==> src/rtl/pcs_rx_ctrl_pkg.sv <==
// Shared types and default constants for the PCS RX link bring-up sequencer.
package pcs_rx_ctrl_pkg;

  typedef enum logic [2:0] {
    ST_RESTART     = 3'd0,
    ST_WAIT_SERDES = 3'd1,
    ST_WAIT_BLOCK  = 3'd2,
    ST_WAIT_AM     = 3'd3,
    ST_WAIT_DESKEW = 3'd4,
    ST_LINK_UP     = 3'd5
  } state_e;

  localparam int RESTART_CNT_W   = 8;
  localparam int DEF_TIMER_W     = 20;
  localparam int DEF_BLOCK_TO    = 2**16;
  localparam int DEF_AM_TO       = 2**18;
  localparam int DEF_DESKEW_TO   = 2**12;
  localparam int DEF_RESTART_CYC = 16;
  localparam int DEF_BER_WIN     = 2**17;
  localparam int DEF_HI_BER_CNT  = 97;

endpackage

==> src/rtl/pcs_rx_ber_mon.sv <==
// Sync-header error monitor: counts invalid headers per window and raises hi_ber
// when a window accumulates HI_BER_CNT of them. Cleared whenever en is low.
module pcs_rx_ber_mon #(
  parameter int LANE_N     = 4,
  parameter int BER_WIN    = 2**17,
  parameter int HI_BER_CNT = 97
) (
  input  logic              clk,
  input  logic              reset,
  input  logic              en,
  input  logic [LANE_N-1:0] head_v,
  input  logic [LANE_N-1:0] head_err,
  output logic              hi_ber,
  output logic              win_wrap
);
  localparam int WIN_W = $clog2(BER_WIN);
  localparam int ERR_W = $clog2(HI_BER_CNT + 1);
  localparam int SUM_W = ERR_W + $clog2(LANE_N + 1);
  localparam logic [ERR_W-1:0] ERR_MAX = {ERR_W{1'b1}};
  localparam logic [ERR_W-1:0] ERR_TH  = ERR_W'(HI_BER_CNT);

  logic [WIN_W-1:0] r_win;
  logic [ERR_W-1:0] r_err;
  logic             r_hi_ber;
  logic [SUM_W-1:0] w_pop, w_sum_full;
  logic [ERR_W-1:0] w_pop_sat, w_sum;

  always_comb begin
    w_pop = '0;
    for (int i = 0; i < LANE_N; i++)
      w_pop = w_pop + SUM_W'(head_v[i] & head_err[i]);
    w_sum_full = SUM_W'(r_err) + w_pop;
    w_pop_sat  = (w_pop > SUM_W'(ERR_MAX)) ? ERR_MAX : w_pop[ERR_W-1:0];
    w_sum      = (w_sum_full > SUM_W'(ERR_MAX)) ? ERR_MAX : w_sum_full[ERR_W-1:0];
  end

  assign win_wrap = en & (r_win == WIN_W'(BER_WIN - 1));
  assign hi_ber   = r_hi_ber & en;

  always_ff @(posedge clk) begin
    if (reset || !en) begin
      r_win    <= '0;
      r_err    <= '0;
      r_hi_ber <= 1'b0;
    end else if (win_wrap) begin
      // New window starts with the wrap-cycle errors; flag survives only a bad window
      r_win    <= '0;
      r_err    <= w_pop_sat;
      r_hi_ber <= (w_sum >= ERR_TH);
    end else begin
      r_win <= r_win + 1'b1;
      r_err <= w_sum;
      if (w_sum >= ERR_TH) r_hi_ber <= 1'b1;
    end
  end

endmodule

==> src/rtl/pcs_rx_link_ctrl.sv <==
// PCS RX link bring-up sequencer: serdes -> block sync -> AM -> deskew -> link up,
// restarting lanes on timeout or lock loss. PCS_RX_LINK_CTRL_BER_RESTART_EN adds hi_ber restart.
module pcs_rx_link_ctrl
  import pcs_rx_ctrl_pkg::*;
#(
  parameter int LANE_N      = 4,
  parameter int TIMER_W     = DEF_TIMER_W,
  parameter int BLOCK_TO    = DEF_BLOCK_TO,
  parameter int AM_TO       = DEF_AM_TO,
  parameter int DESKEW_TO   = DEF_DESKEW_TO,
  parameter int RESTART_CYC = DEF_RESTART_CYC,
  parameter int BER_WIN     = DEF_BER_WIN,
  parameter int HI_BER_CNT  = DEF_HI_BER_CNT
) (
  input  logic                     clk,
  input  logic                     reset,
  input  logic [LANE_N-1:0]        serdes_lock_v_i,
  input  logic [LANE_N-1:0]        bs_lock_v_i,
  input  logic [LANE_N-1:0]        am_lock_v_i,
  input  logic                     deskew_lock_v_i,
  input  logic [LANE_N-1:0]        head_v_i,
  input  logic [LANE_N-1:0]        head_err_i,
  output logic [LANE_N-1:0]        lane_rst_o,
  output logic                     deskew_rst_o,
  output logic                     link_up_o,
  output logic                     hi_ber_o,
  output logic [2:0]               state_o,
  output logic [RESTART_CNT_W-1:0] restart_cnt_o
);
  localparam int HOLD_W = $clog2(RESTART_CYC);

  state_e                   r_state, w_nxt, w_adv_st;
  logic [HOLD_W-1:0]        r_hold;
  logic [TIMER_W-1:0]       r_timer;
  logic [RESTART_CNT_W-1:0] r_restart_cnt;
  logic [LANE_N-1:0]        r_lane_rst;
  logic                     r_deskew_rst;
  logic                     w_loss, w_to, w_adv, w_ber_en, w_hi_ber, w_win_wrap;
  logic                     w_serdes_ok, w_bs_ok, w_am_ok, w_stage;

  assign w_serdes_ok = &serdes_lock_v_i;
  assign w_bs_ok     = &bs_lock_v_i;
  assign w_am_ok     = &am_lock_v_i;
  assign w_ber_en    = (r_state == ST_LINK_UP);
  assign w_stage     = (r_state == ST_WAIT_BLOCK) || (r_state == ST_WAIT_AM) ||
                       (r_state == ST_WAIT_DESKEW);

  pcs_rx_ber_mon #(.LANE_N(LANE_N), .BER_WIN(BER_WIN), .HI_BER_CNT(HI_BER_CNT)) u_ber_mon (
    .clk(clk), .reset(reset), .en(w_ber_en), .head_v(head_v_i), .head_err(head_err_i),
    .hi_ber(w_hi_ber), .win_wrap(w_win_wrap)
  );

  // Each state contributes a lock-loss, timeout and advance term; loss > timeout > advance
  always_comb begin
    w_loss   = 1'b0;
    w_to     = 1'b0;
    w_adv    = 1'b0;
    w_adv_st = r_state;
    case (r_state)
      ST_RESTART: begin
        w_adv = (r_hold == HOLD_W'(RESTART_CYC - 1)); w_adv_st = ST_WAIT_SERDES;
      end
      ST_WAIT_SERDES: begin
        w_adv = w_serdes_ok; w_adv_st = ST_WAIT_BLOCK;
      end
      ST_WAIT_BLOCK: begin
        w_loss = ~w_serdes_ok;
        w_to   = (r_timer == TIMER_W'(BLOCK_TO - 1));
        w_adv  = w_bs_ok; w_adv_st = ST_WAIT_AM;
      end
      ST_WAIT_AM: begin
        w_loss = ~(w_serdes_ok & w_bs_ok);
        w_to   = (r_timer == TIMER_W'(AM_TO - 1));
        w_adv  = w_am_ok; w_adv_st = ST_WAIT_DESKEW;
      end
      ST_WAIT_DESKEW: begin
        w_loss = ~(w_serdes_ok & w_bs_ok & w_am_ok);
        w_to   = (r_timer == TIMER_W'(DESKEW_TO - 1));
        w_adv  = deskew_lock_v_i; w_adv_st = ST_LINK_UP;
      end
      ST_LINK_UP: begin
        w_loss = ~(w_serdes_ok & w_bs_ok & w_am_ok & deskew_lock_v_i);
`ifdef PCS_RX_LINK_CTRL_BER_RESTART_EN
        w_to   = w_hi_ber & w_win_wrap;
`endif
      end
      default: w_loss = 1'b1;
    endcase
    w_nxt = (w_loss || w_to) ? ST_RESTART : (w_adv ? w_adv_st : r_state);
  end

`ifndef PCS_RX_LINK_CTRL_BER_RESTART_EN
  logic w_unused_wrap;
  assign w_unused_wrap = w_win_wrap;
`endif

  always_ff @(posedge clk) begin
    if (reset) begin
      r_state       <= ST_RESTART;
      r_hold        <= '0;
      r_timer       <= '0;
      r_restart_cnt <= '0;
      r_lane_rst    <= '1;
      r_deskew_rst  <= 1'b1;
    end else begin
      r_state <= w_nxt;
      r_hold  <= (r_state == ST_RESTART && w_nxt == ST_RESTART) ? r_hold + 1'b1 : '0;
      if (w_nxt != r_state) r_timer <= '0;
      else if (w_stage)     r_timer <= r_timer + 1'b1;
      if (w_nxt == ST_RESTART && r_state != ST_RESTART && r_restart_cnt != '1)
        r_restart_cnt <= r_restart_cnt + 1'b1;
      // Reset outputs are registered from the next state so no input reaches an output combinationally
      if (w_nxt == ST_RESTART)          r_lane_rst <= '1;
      else if (w_nxt == ST_WAIT_SERDES) r_lane_rst <= ~serdes_lock_v_i;
      else                              r_lane_rst <= '0;
      r_deskew_rst <= (w_nxt == ST_RESTART) || (w_nxt == ST_WAIT_SERDES) ||
                      (w_nxt == ST_WAIT_BLOCK);
    end
  end

  assign lane_rst_o    = r_lane_rst;
  assign deskew_rst_o  = r_deskew_rst;
  assign link_up_o     = w_ber_en & ~w_hi_ber;
  assign hi_ber_o      = w_hi_ber;
  assign state_o       = r_state;
  assign restart_cnt_o = r_restart_cnt;

endmodule

==> config.mk <==
export PLATFORM = sky130hd
export DESIGN_NAME = pcs_rx_link_ctrl
export DESIGN_NICKNAME = d
export VERILOG_FILES = /design/src/rtl/pcs_rx_ctrl_pkg.sv /design/src/rtl/pcs_rx_ber_mon.sv /design/src/rtl/pcs_rx_link_ctrl.sv
export SDC_FILE = /design/constraint.sdc
export NUM_CORES = 1
export LEC_CHECK = 0
export CAP_MARGIN = 20
export CORE_AREA = 8 8 98 100
export DETAILED_ROUTE_END_ITERATION = 8
export DIE_AREA = 0 0 106 108
export SLEW_MARGIN = 20
export SYNTH_ARGS = -nofsm -noshare
export SYNTH_HDL_FRONTEND = slang
export SYNTH_SLANG_ARGS = --single-unit
==> constraint.sdc <==
create_clock -name clk -period 4.01 [get_ports clk]
set_input_delay 0.6015 -clock clk [delete_from_list [all_inputs] [get_ports clk]]
set_output_delay 0.6015 -clock clk [all_outputs]
set_load 0.005 [all_outputs]
== After elaboration in Yosys (flattened, before gate mapping) ==
Cells that the tools add are included.
Word-level totals
  logic and storage cells: 85
  input port bits: 23
  register bits: 65
Operators by class
  eq/ne operators: 14
  bitwise gates (word level): 17
  reductions and logical operators: 22
  mux-type cells: 12
  magnitude comparators: 3
  add/subtract/negate cells: 8
Operator list (number)
  10-bit adder: 3
  7-bit 2-to-1 mux: 3
  20-bit by 1-bit adder with 20-bit output (second input constant): 1
  20-bit by 12-bit == test with 1-bit output (second input constant): 1
  20-bit by 16-bit == test with 1-bit output (second input constant): 1
  20-bit by 18-bit == test with 1-bit output (second input constant): 1
  10-bit by 7-bit greater-than comparator with 1-bit output (second input constant): 2
  17-bit by 1-bit adder with 17-bit output (second input constant): 1
  17-bit == test (second input constant): 1
  3-bit case mux with 5 select lines: 1
  4-bit AND reduction: 3
  7-bit by 10-bit adder with 10-bit output: 1
  1-bit bitwise AND: 10
  1-bit case mux with 5 select lines: 2
  2-bit OR reduction: 5
  3-bit by 2-bit == test with 1-bit output (second input constant): 3
  8-bit by 1-bit adder with 8-bit output (second input constant): 1
  8-bit inequality test (second input constant): 1
  7-bit greater-or-equal comparator (second input constant): 1
  3-bit by 1-bit == test with 1-bit output (second input constant): 2
  3-bit == test (second input constant): 2
  3-bit logical NOT: 2
  1-bit logical OR: 6
  3-bit 2-to-1 mux: 2
  12 further kinds: 20

== Longest topological paths before layout ==
Gate-level depths: netlist of run 1.
  depth after elaboration: 12
  gate-level depth with buffers: 12
  depth with buffers taken out: 12

== Modules after synthesis ==
A second synthesis of run 1 with hierarchy kept.
Second synthesis, totals
  cells, all modules: 358
  area, all modules: 3230.6 sq um
By module, submodules not included
  pcs_rx_link_ctrl: area an instance 1964.4 sq um, seq. area each 800.8 sq um, times used 1, cells an instance 214
  pcs_rx_ber_mon: area an instance 1266.2 sq um, seq. area each 500.5 sq um, times used 1, cells an instance 144

== Worst setup path before layout of run 1 ==
Ideal clock, no wire load.
  path type: input to register
  from: input port head_v_i[0]
  to: register u_ber_mon.r_hi_ber
  path slack: 0.544 ns
  setup time: 0.122 ns
  path buffers: 0
  arrival time: 3.345 ns
  cell stages on the path: 10
  data required time: 3.888 ns
  cells stage by stage: and2_1 > fa_1 > ha_1 > ha_1 > ha_1 > a21o_1 > a21oi_1 > mux2_2 > o32a_1 > o311a_1
Between the ends
  longest elaborated chain between the ends: 9
  elaborated cells on any way between the ends: 10
  those cells by class: 4 x add/sub; 2 x order compare; 2 x mux; 1 x bitwise; 1 x reduce/logical
RTL lines
  start, declared: line pcs_rx_link_ctrl.sv:21  | input logic [LANE_N-1:0] head_v_i,
  1-bit bitwise AND (*): line pcs_rx_ber_mon.sv:31  | w_pop = w_pop + SUM_W'(head_v[i] & head_err[i]);
  10-bit adder (*) (3 in series): line pcs_rx_ber_mon.sv:31
  7-bit by 10-bit adder with 10-bit output (*): line pcs_rx_ber_mon.sv:32  | w_sum_full = SUM_W'(r_err) + w_pop;
  10-bit by 7-bit greater-than comparator with 1-bit output: line pcs_rx_ber_mon.sv:34  | w_sum = (w_sum_full > SUM_W'(ERR_MAX)) ? ERR_MAX : w_sum_full[ERR_W-1:0];
  7-bit 2-to-1 mux (*): line pcs_rx_ber_mon.sv:34
  7-bit greater-or-equal comparator (*): line pcs_rx_ber_mon.sv:49, pcs_rx_ber_mon.sv:53
  1-bit 2-to-1 mux or 2-bit nonzero test (tied branches)
  end signal, assigned: line pcs_rx_ber_mon.sv:49  | r_hi_ber <= (w_sum >= ERR_TH);
  end, declared: line pcs_rx_ber_mon.sv:24  | logic r_hi_ber;
Mark *: on every way between the ends. The rest lies on a longest branch, timed or not.
A chain may end at the register's enable or synchronous reset.

== Worst setup path in the final report of run 1 ==
Ends and elaborated chain as after synthesis.

==> impl_metrics.ini, run 1 <==
[timing]
fmax_mhz = 294
relSlewSlack = 0.576
setup_viol = 0
rsz0062_at_grt = false
slew_viol_final = 0
timing.final.crit_share = 0.848
fin_ws_ns = 0.610
finalHoldViolCount = 0
tightest_slew_ns = 0.635
setup_tns_ns = 0
min_period_ns = 3.40
fin_hold_ws_ns = 0.448
finClkSkew_ns = 0.00582

[floorplan]
chipWidth_um = 106
io_pins = 41
fp.coreArea_mm2 = 0.00805
dieArea_mm2 = 0.0114
initial_core_util = 0.389
die_h_um = 108
rows = 33

[clock_tree]
root_buffer = clkbuf_8
cts_made_buffers = 9
htreeDepth = 3
ctsHoldBuffers = 0
clkTransAtPathRegs_ns = 0.07
ctsResizeCount = 0
cts_sinks = 65
clock_latency_ns = 0.34
cts_tree = done
cts_max_path_buffers = 2
cts_setup_buffers = 0

[setup_path]
cpMaxStageDelayCell = fa_1
worstSetupEndpointType = flop
start_kind = primary input
timing.rr.end = u_ber_mon.r_err[6]$_SDFF_PP0_
crit_path_frequent_cell = ha_1
r2r-start = u_ber_mon.r_win[0]$_SDFF_PP0_
cp_max_fo = 3
path_cells = clkdlybuf4s50_1 -> and2_1 -> fa_1 -> ha_1 -> ha_1 -> ha_1 -> a21o_1 -> a21oi_1 -> mux2_2 -> o32a_1 -> o311a_1
r2r_cells = 10
critPathMaxStageDelay_ns = 0.49
r2r_slack_ns = 1.37
required_ns = 4.24
arrival_ns = 3.63
critPathKind = primary input to flop

[yosys]
synth_fa_ha_area_frac = 0.0527
synthMuxAreaShare = 0.0248
syn_area_mm2 = 0.00313
synth_edf_count = 0
synth_top_family_by_area = simple AND/OR/NAND/NOR gates
synth-seq-area-share = 0.415
synth.most_common_cell = dfxtp_1
synthesis.nets = 398
synth_compound_area_frac = 0.107
ys_types = 46
syn_area_per_cell_um2 = 8.63
yosysTopAreaCell = dfxtp_1
synthCells = 363
synth-xor-area-share = 0.106
ys_seq_elements = 65
yosys_warnings = 0
yosys.area_share.simple = 0.261
yosys.area.top_type_share = 0.415
ys.flop_type = dfxtp_1
yosys-top-cells-count = 65 x dfxtp_1, 64 x nor2_1, 24 x nand2_1
async_flop_share = 0
synthTopCellsByArea = dfxtp_1 42%, nor2_1 7.7%, xor2_1 5.6%, xnor2_1 5.0%, ha_1 4.0%

[drt]
via_per_inst = 4.92
drt_first_iter_violations = 122
drtAntennaViolNets = 0
drc = 0
wl_per_cell_um = 12.0
drt_pre_antenna_iters = 4
num_vias = 2553
drt_wl_total_mm = 6.25

[global_routing]
grt_overflow = 0
grt_use_total = 0.117
grt_pass1_wl_mm = 10.8
grt_pass1_vias = 2416
grt_max_degree = 21
antenna_found_initial = 0

[pwr]
p_comb_frac = 0.046
switching_share = 0.230
internal-power_mw = 0.898
seqPwrFrac = 0.557
finalPower_mw = 1.17
ir_worst_vdd_mv = 0.212
power.density_mw_per_mm2 = 306
power.switching_mw = 0.268
power_frac_clock = 0.397
p_leak_nw = 1.42

[placed_design]
placed_cells = 503
dp_slack_ns = 0.247
port_buffers = 40
place_area_mm2 = 0.00364
hpwlAfterDp_mm = 4.68
gp_congestion = 0.733

[job]
cap_violations = 0

[final_layout]
post-route-util = 0.473
diodes = 0
drive_gt1_frac = 0.0652
design_area_mm2 = 0.00381
final_cell_count_no_fill = 519
nNetsFinal = 444
syn2layout_area_growth_pct = 21.4

[status]
status = finished clean

[min_path]
worst_hold_path.endpoint = r_hold[0]$_SDFF_PP0_
hold_depth = 1
hold_class = flop to flop
hp-start = r_hold[0]$_SDFF_PP0_
[how the worst max path moves through the flow]
| stage | from | end | slack (ns) | depth (start not counted) |
|---|---|---|---|---|
| after floorplan | head_v_i[0] | u_ber_mon.r_hi_ber$_SDFFE_PP0P_ | 0.54 | 10 |
| after global routing | head_v_i[0] | u_ber_mon.r_hi_ber$_SDFFE_PP0P_ | 0.49 | 11 |
| after detailed placement | head_v_i[0] | u_ber_mon.r_hi_ber$_SDFFE_PP0P_ | 0.25 | 11 |
| final | head_v_i[0] | u_ber_mon.r_hi_ber$_SDFFE_PP0P_ | 0.61 | 11 |
| after CTS | head_v_i[0] | u_ber_mon.r_hi_ber$_SDFFE_PP0P_ | 0.61 | 11 |
| after global placement | head_v_i[0] | u_ber_mon.r_hi_ber$_SDFFE_PP0P_ | 0.30 | 11 |
[power groups by stage]
stage               Sequential [mW]  Clock [mW]  Combinational, mW
floorplan                     0.664           0             0.0248
CTS                           0.650       0.485             0.0545
global route                  0.650       0.514             0.0602
detailed placement            0.665           0             0.0543
global placement              0.665           0             0.0534
finish                        0.650       0.463             0.0537
[cells by family (layout without fill, tap and decap cells)]
logic type | Yosys count | count (layout)
flops | 65 | 65
simple gates | 166 | 166
mux | 7 | 7
xor+xnor | 38 | 38
buf+inv | 23 | 74
fa+ha+maj | 12 | 12
compound gates | 52 | 52
[cell usage in the layout (no fill, tap or decap), drive strengths merged, types with 3 or more instances in the layout]
cell type,n
dfxtp,65
nor2,64
clkdlybuf4s50,40
nand2,24
nand3,20
xor2,20
xnor2,18
o21ai,16
a21oi,15
inv,13
nand4,10
ha,10
clkbuf,10
and2,8
and3,8
nor3,7
or3,7
nor2b,6
a21o,5
clkinv,5
and4,4
mux2i,4
buf,4
mux2,3
[sequential cells by signal (all words and copies together) (netlist names)]
name / flops
state_o: 3
restart_cnt_o: 8
u_ber_mon.r_hi_ber: 1
u_ber_mon.r_win: 17
u_ber_mon.r_err: 7
r_timer: 20
deskew_rst_o: 1
r_hold: 4
lane_rst_o: 4
[per-layer routing]
metal  wire, um  global-route usage
met1       3040               0.135
met2       2810               0.186
met3        264              0.0393
met4        132              0.0683
met5          0                   0
[critical path, delay by kind of cell]
kind                       cells  cell delay [ns]
buffers and inverters          1             0.39
AOI/OAI and AO/OA              4             0.84
and+or+nand+nor                1             0.17
muxes                          1             0.35
adders and majority gates      4             1.29
[cell type report]
type	instances	area (um2)
Clock buffer	10	128
Clock inverter	6	35.0
Fill cell	797	4250
Inverter	14	52.6
Multi-Input combinational cell	275	1730
Sequential cell	65	1300
Tap cell	105	131
Timing Repair Buffer	44	430
No activity file was read; power rests on OpenSTA's default activity.
==> run 2, diff against run 1 <==
==> constraint.sdc (replaced) <==
create_clock -name clk -period 2.8 [get_ports clk]
set_input_delay 0.42 -clock clk [delete_from_list [all_inputs] [get_ports clk]]
set_output_delay 0.42 -clock clk [all_outputs]
set_load 0.005 [all_outputs]
==> impl_metrics.ini, run 2 (synthesis gave the netlist of run 1 again) <==
[clock_tree]
cts_max_path_buffers = 2
cts_sinks = 65
cts_tree = done
clkTransAtPathRegs_ns = 0.07
ctsHoldBuffers = 0
htreeDepth = 3
root_buffer = clkbuf_8
clock_latency_ns = 0.33
cts_setup_buffers = 0
cts_made_buffers = 9

[timing]
finClkSkew_ns = 0.00967
fin_hold_ws_ns = 0.455
fin_ws_ns = 0.0634
relSlewSlack = 0.679
min_period_ns = 2.74
setup_viol = 0
rsz0062_at_grt = true
finalHoldViolCount = 0
tightest_slew_ns = 0.481
timing.final.crit_share = 0.977
fmax_mhz = 365
slew_viol_final = 0
setup_tns_ns = 0

[drt]
wl_met1_mm = 3.15
drt_first_iter_violations = 141
met3_wirelength_um = 249
wl_met2_mm = 3.31
maxUsedRoutingLayer = met4
drt_pre_antenna_iters = 4
num_vias = 2663
drc = 0
drt_wl_total_mm = 6.83
via_per_inst = 5.00
drtAntennaViolNets = 0
wl_per_cell_um = 12.8

[global_routing]
grt_overflow = 0
grt_use_total = 0.127
antenna_found_initial = 0
grt_pass1_wl_mm = 12.0
grt_pass1_vias = 2683
grt_max_degree = 21

[setup_path]
cp_num_cells = 11
crit_path_frequent_cell = ha_4
arrival_ns = 2.96
r2r-start = u_ber_mon.r_win[0]$_SDFF_PP0_
required_ns = 3.02
path_cells = clkbuf_2 -> and2_4 -> fa_2 -> ha_4 -> ha_4 -> ha_4 -> a21o_1 -> a21oi_4 -> mux2_4 -> o32a_1 -> o311a_1
cp_top_family = adder cells
r2r_cells = 11
start_kind = primary input
worstSetupEndpointType = flop
r2r_slack_ns = 0.38
cpMaxStageDelayCell = fa_2
worst-path-buf-inv = 1
critPathMaxStageDelay_ns = 0.58
cp_max_fo = 3
timing.rr.end = u_ber_mon.r_hi_ber$_SDFFE_PP0P_
crit_start = head_v_i[0]
critPathKind = primary input to flop

[placed_design]
gp_congestion = 0.775
dp_slack_ns = -0.594
port_buffers = 40
hpwlAfterDp_mm = 5.08

[floorplan]
io_pins = 41
dieArea_mm2 = 0.0114
initial_core_util = 0.389
chipWidth_um = 106
fp.coreArea_mm2 = 0.00805
die_h_um = 108
rows = 33

[pwr]
p_comb_frac = 0.053
internal-power_mw = 1.33
power.density_mw_per_mm2 = 437
ir_worst_vdd_mv = 0.256
power_frac_clock = 0.412
seqPwrFrac = 0.536
power.switching_mw = 0.411
p_leak_nw = 1.50
switching_share = 0.237

[final_layout]
post-route-util = 0.494
regMostFlops = r_timer
syn2layout_area_growth_pct = 26.9
diodes = 0
final_cell_mix = 65 x dfxtp_1, 63 x nor2_1, 34 x clkdlybuf4s50_1, 24 x nand2_1
drive_gt1_frac = 0.140
largest_reg_flops = 20
mostFrequentLayoutCell = dfxtp_1
nNetsFinal = 458

[status]
status = finished clean

[min_path]
hp-start = r_hold[0]$_SDFF_PP0_
worst_hold_path.endpoint = r_hold[0]$_SDFF_PP0_
hold_depth = 1
hold_class = flop to flop

[job]
cap_violations = 0
==> run 2: changes by cell type in the layout (fill, tap and decap cells not counted), sizes merged <==
| cell | before | now |
|---|---|---|
| buf | 4 | 18 |
| clkbuf | 10 | 16 |
| clkdlybuf4s50 | 40 | 34 |
| clkinv | 5 | 4 |
| inv | 13 | 14 |
==> run 2: how the worst max path moves through the flow <==
stage                                      end  slack, ns
5_1_grt        u_ber_mon.r_hi_ber$_SDFFE_PP0P_      -0.02
4_1_cts        u_ber_mon.r_hi_ber$_SDFFE_PP0P_       0.01
3_5_place_dp   u_ber_mon.r_hi_ber$_SDFFE_PP0P_      -0.59
3_3_place_gp   u_ber_mon.r_hi_ber$_SDFFE_PP0P_      -0.54
2_1_floorplan  u_ber_mon.r_hi_ber$_SDFFE_PP0P_      -0.12
6_report       u_ber_mon.r_hi_ber$_SDFFE_PP0P_       0.06
==> run 2: metrics by stage <==
step	total power, mW	instances	area (um2)
2_1_floorplan	0.992	363	3180
3_3_place_gp	1.04	517	3790
3_5_place_dp	1.04	517	3790
4_1_cts	1.77	533	4000
5_1_grt	1.82	533	3980
6_report	1.74	533	3980
==> run 2: metal layers <==
layer | vias up | track usage
met5 | - | 0
met4 | 0 | 0.0593
met3 | 9 | 0.0315
met2 | 40 | 0.219
met1 | 1247 | 0.146
li1 | 1367 | -
==> run 2: layout make-up <==
cell class | instances | area, um2
clock inverter | 6 | 42.5
clock buffer | 10 | 138
fill | 795 | 4070
timing repair buffer | 58 | 505
multi-input combinational | 275 | 1810
sequential | 65 | 1300
inverter | 14 | 52.6
tap | 105 | 131
==> run 2: repair_timing <==
action,CTS,global route
gates resized for setup,19,8
pin swaps,13,10
setup endpoints to repair,8,3
==> run 2: power by group through the flow <==
stage	clock network (mW)	logic (mW)	registers, mW
after global placement	0	0.0848	0.952
final	0.715	0.0915	0.930
after CTS	0.743	0.0942	0.930
after floorplan	0	0.0407	0.951
after detailed placement	0	0.0871	0.952
after global routing	0.781	0.105	0.931
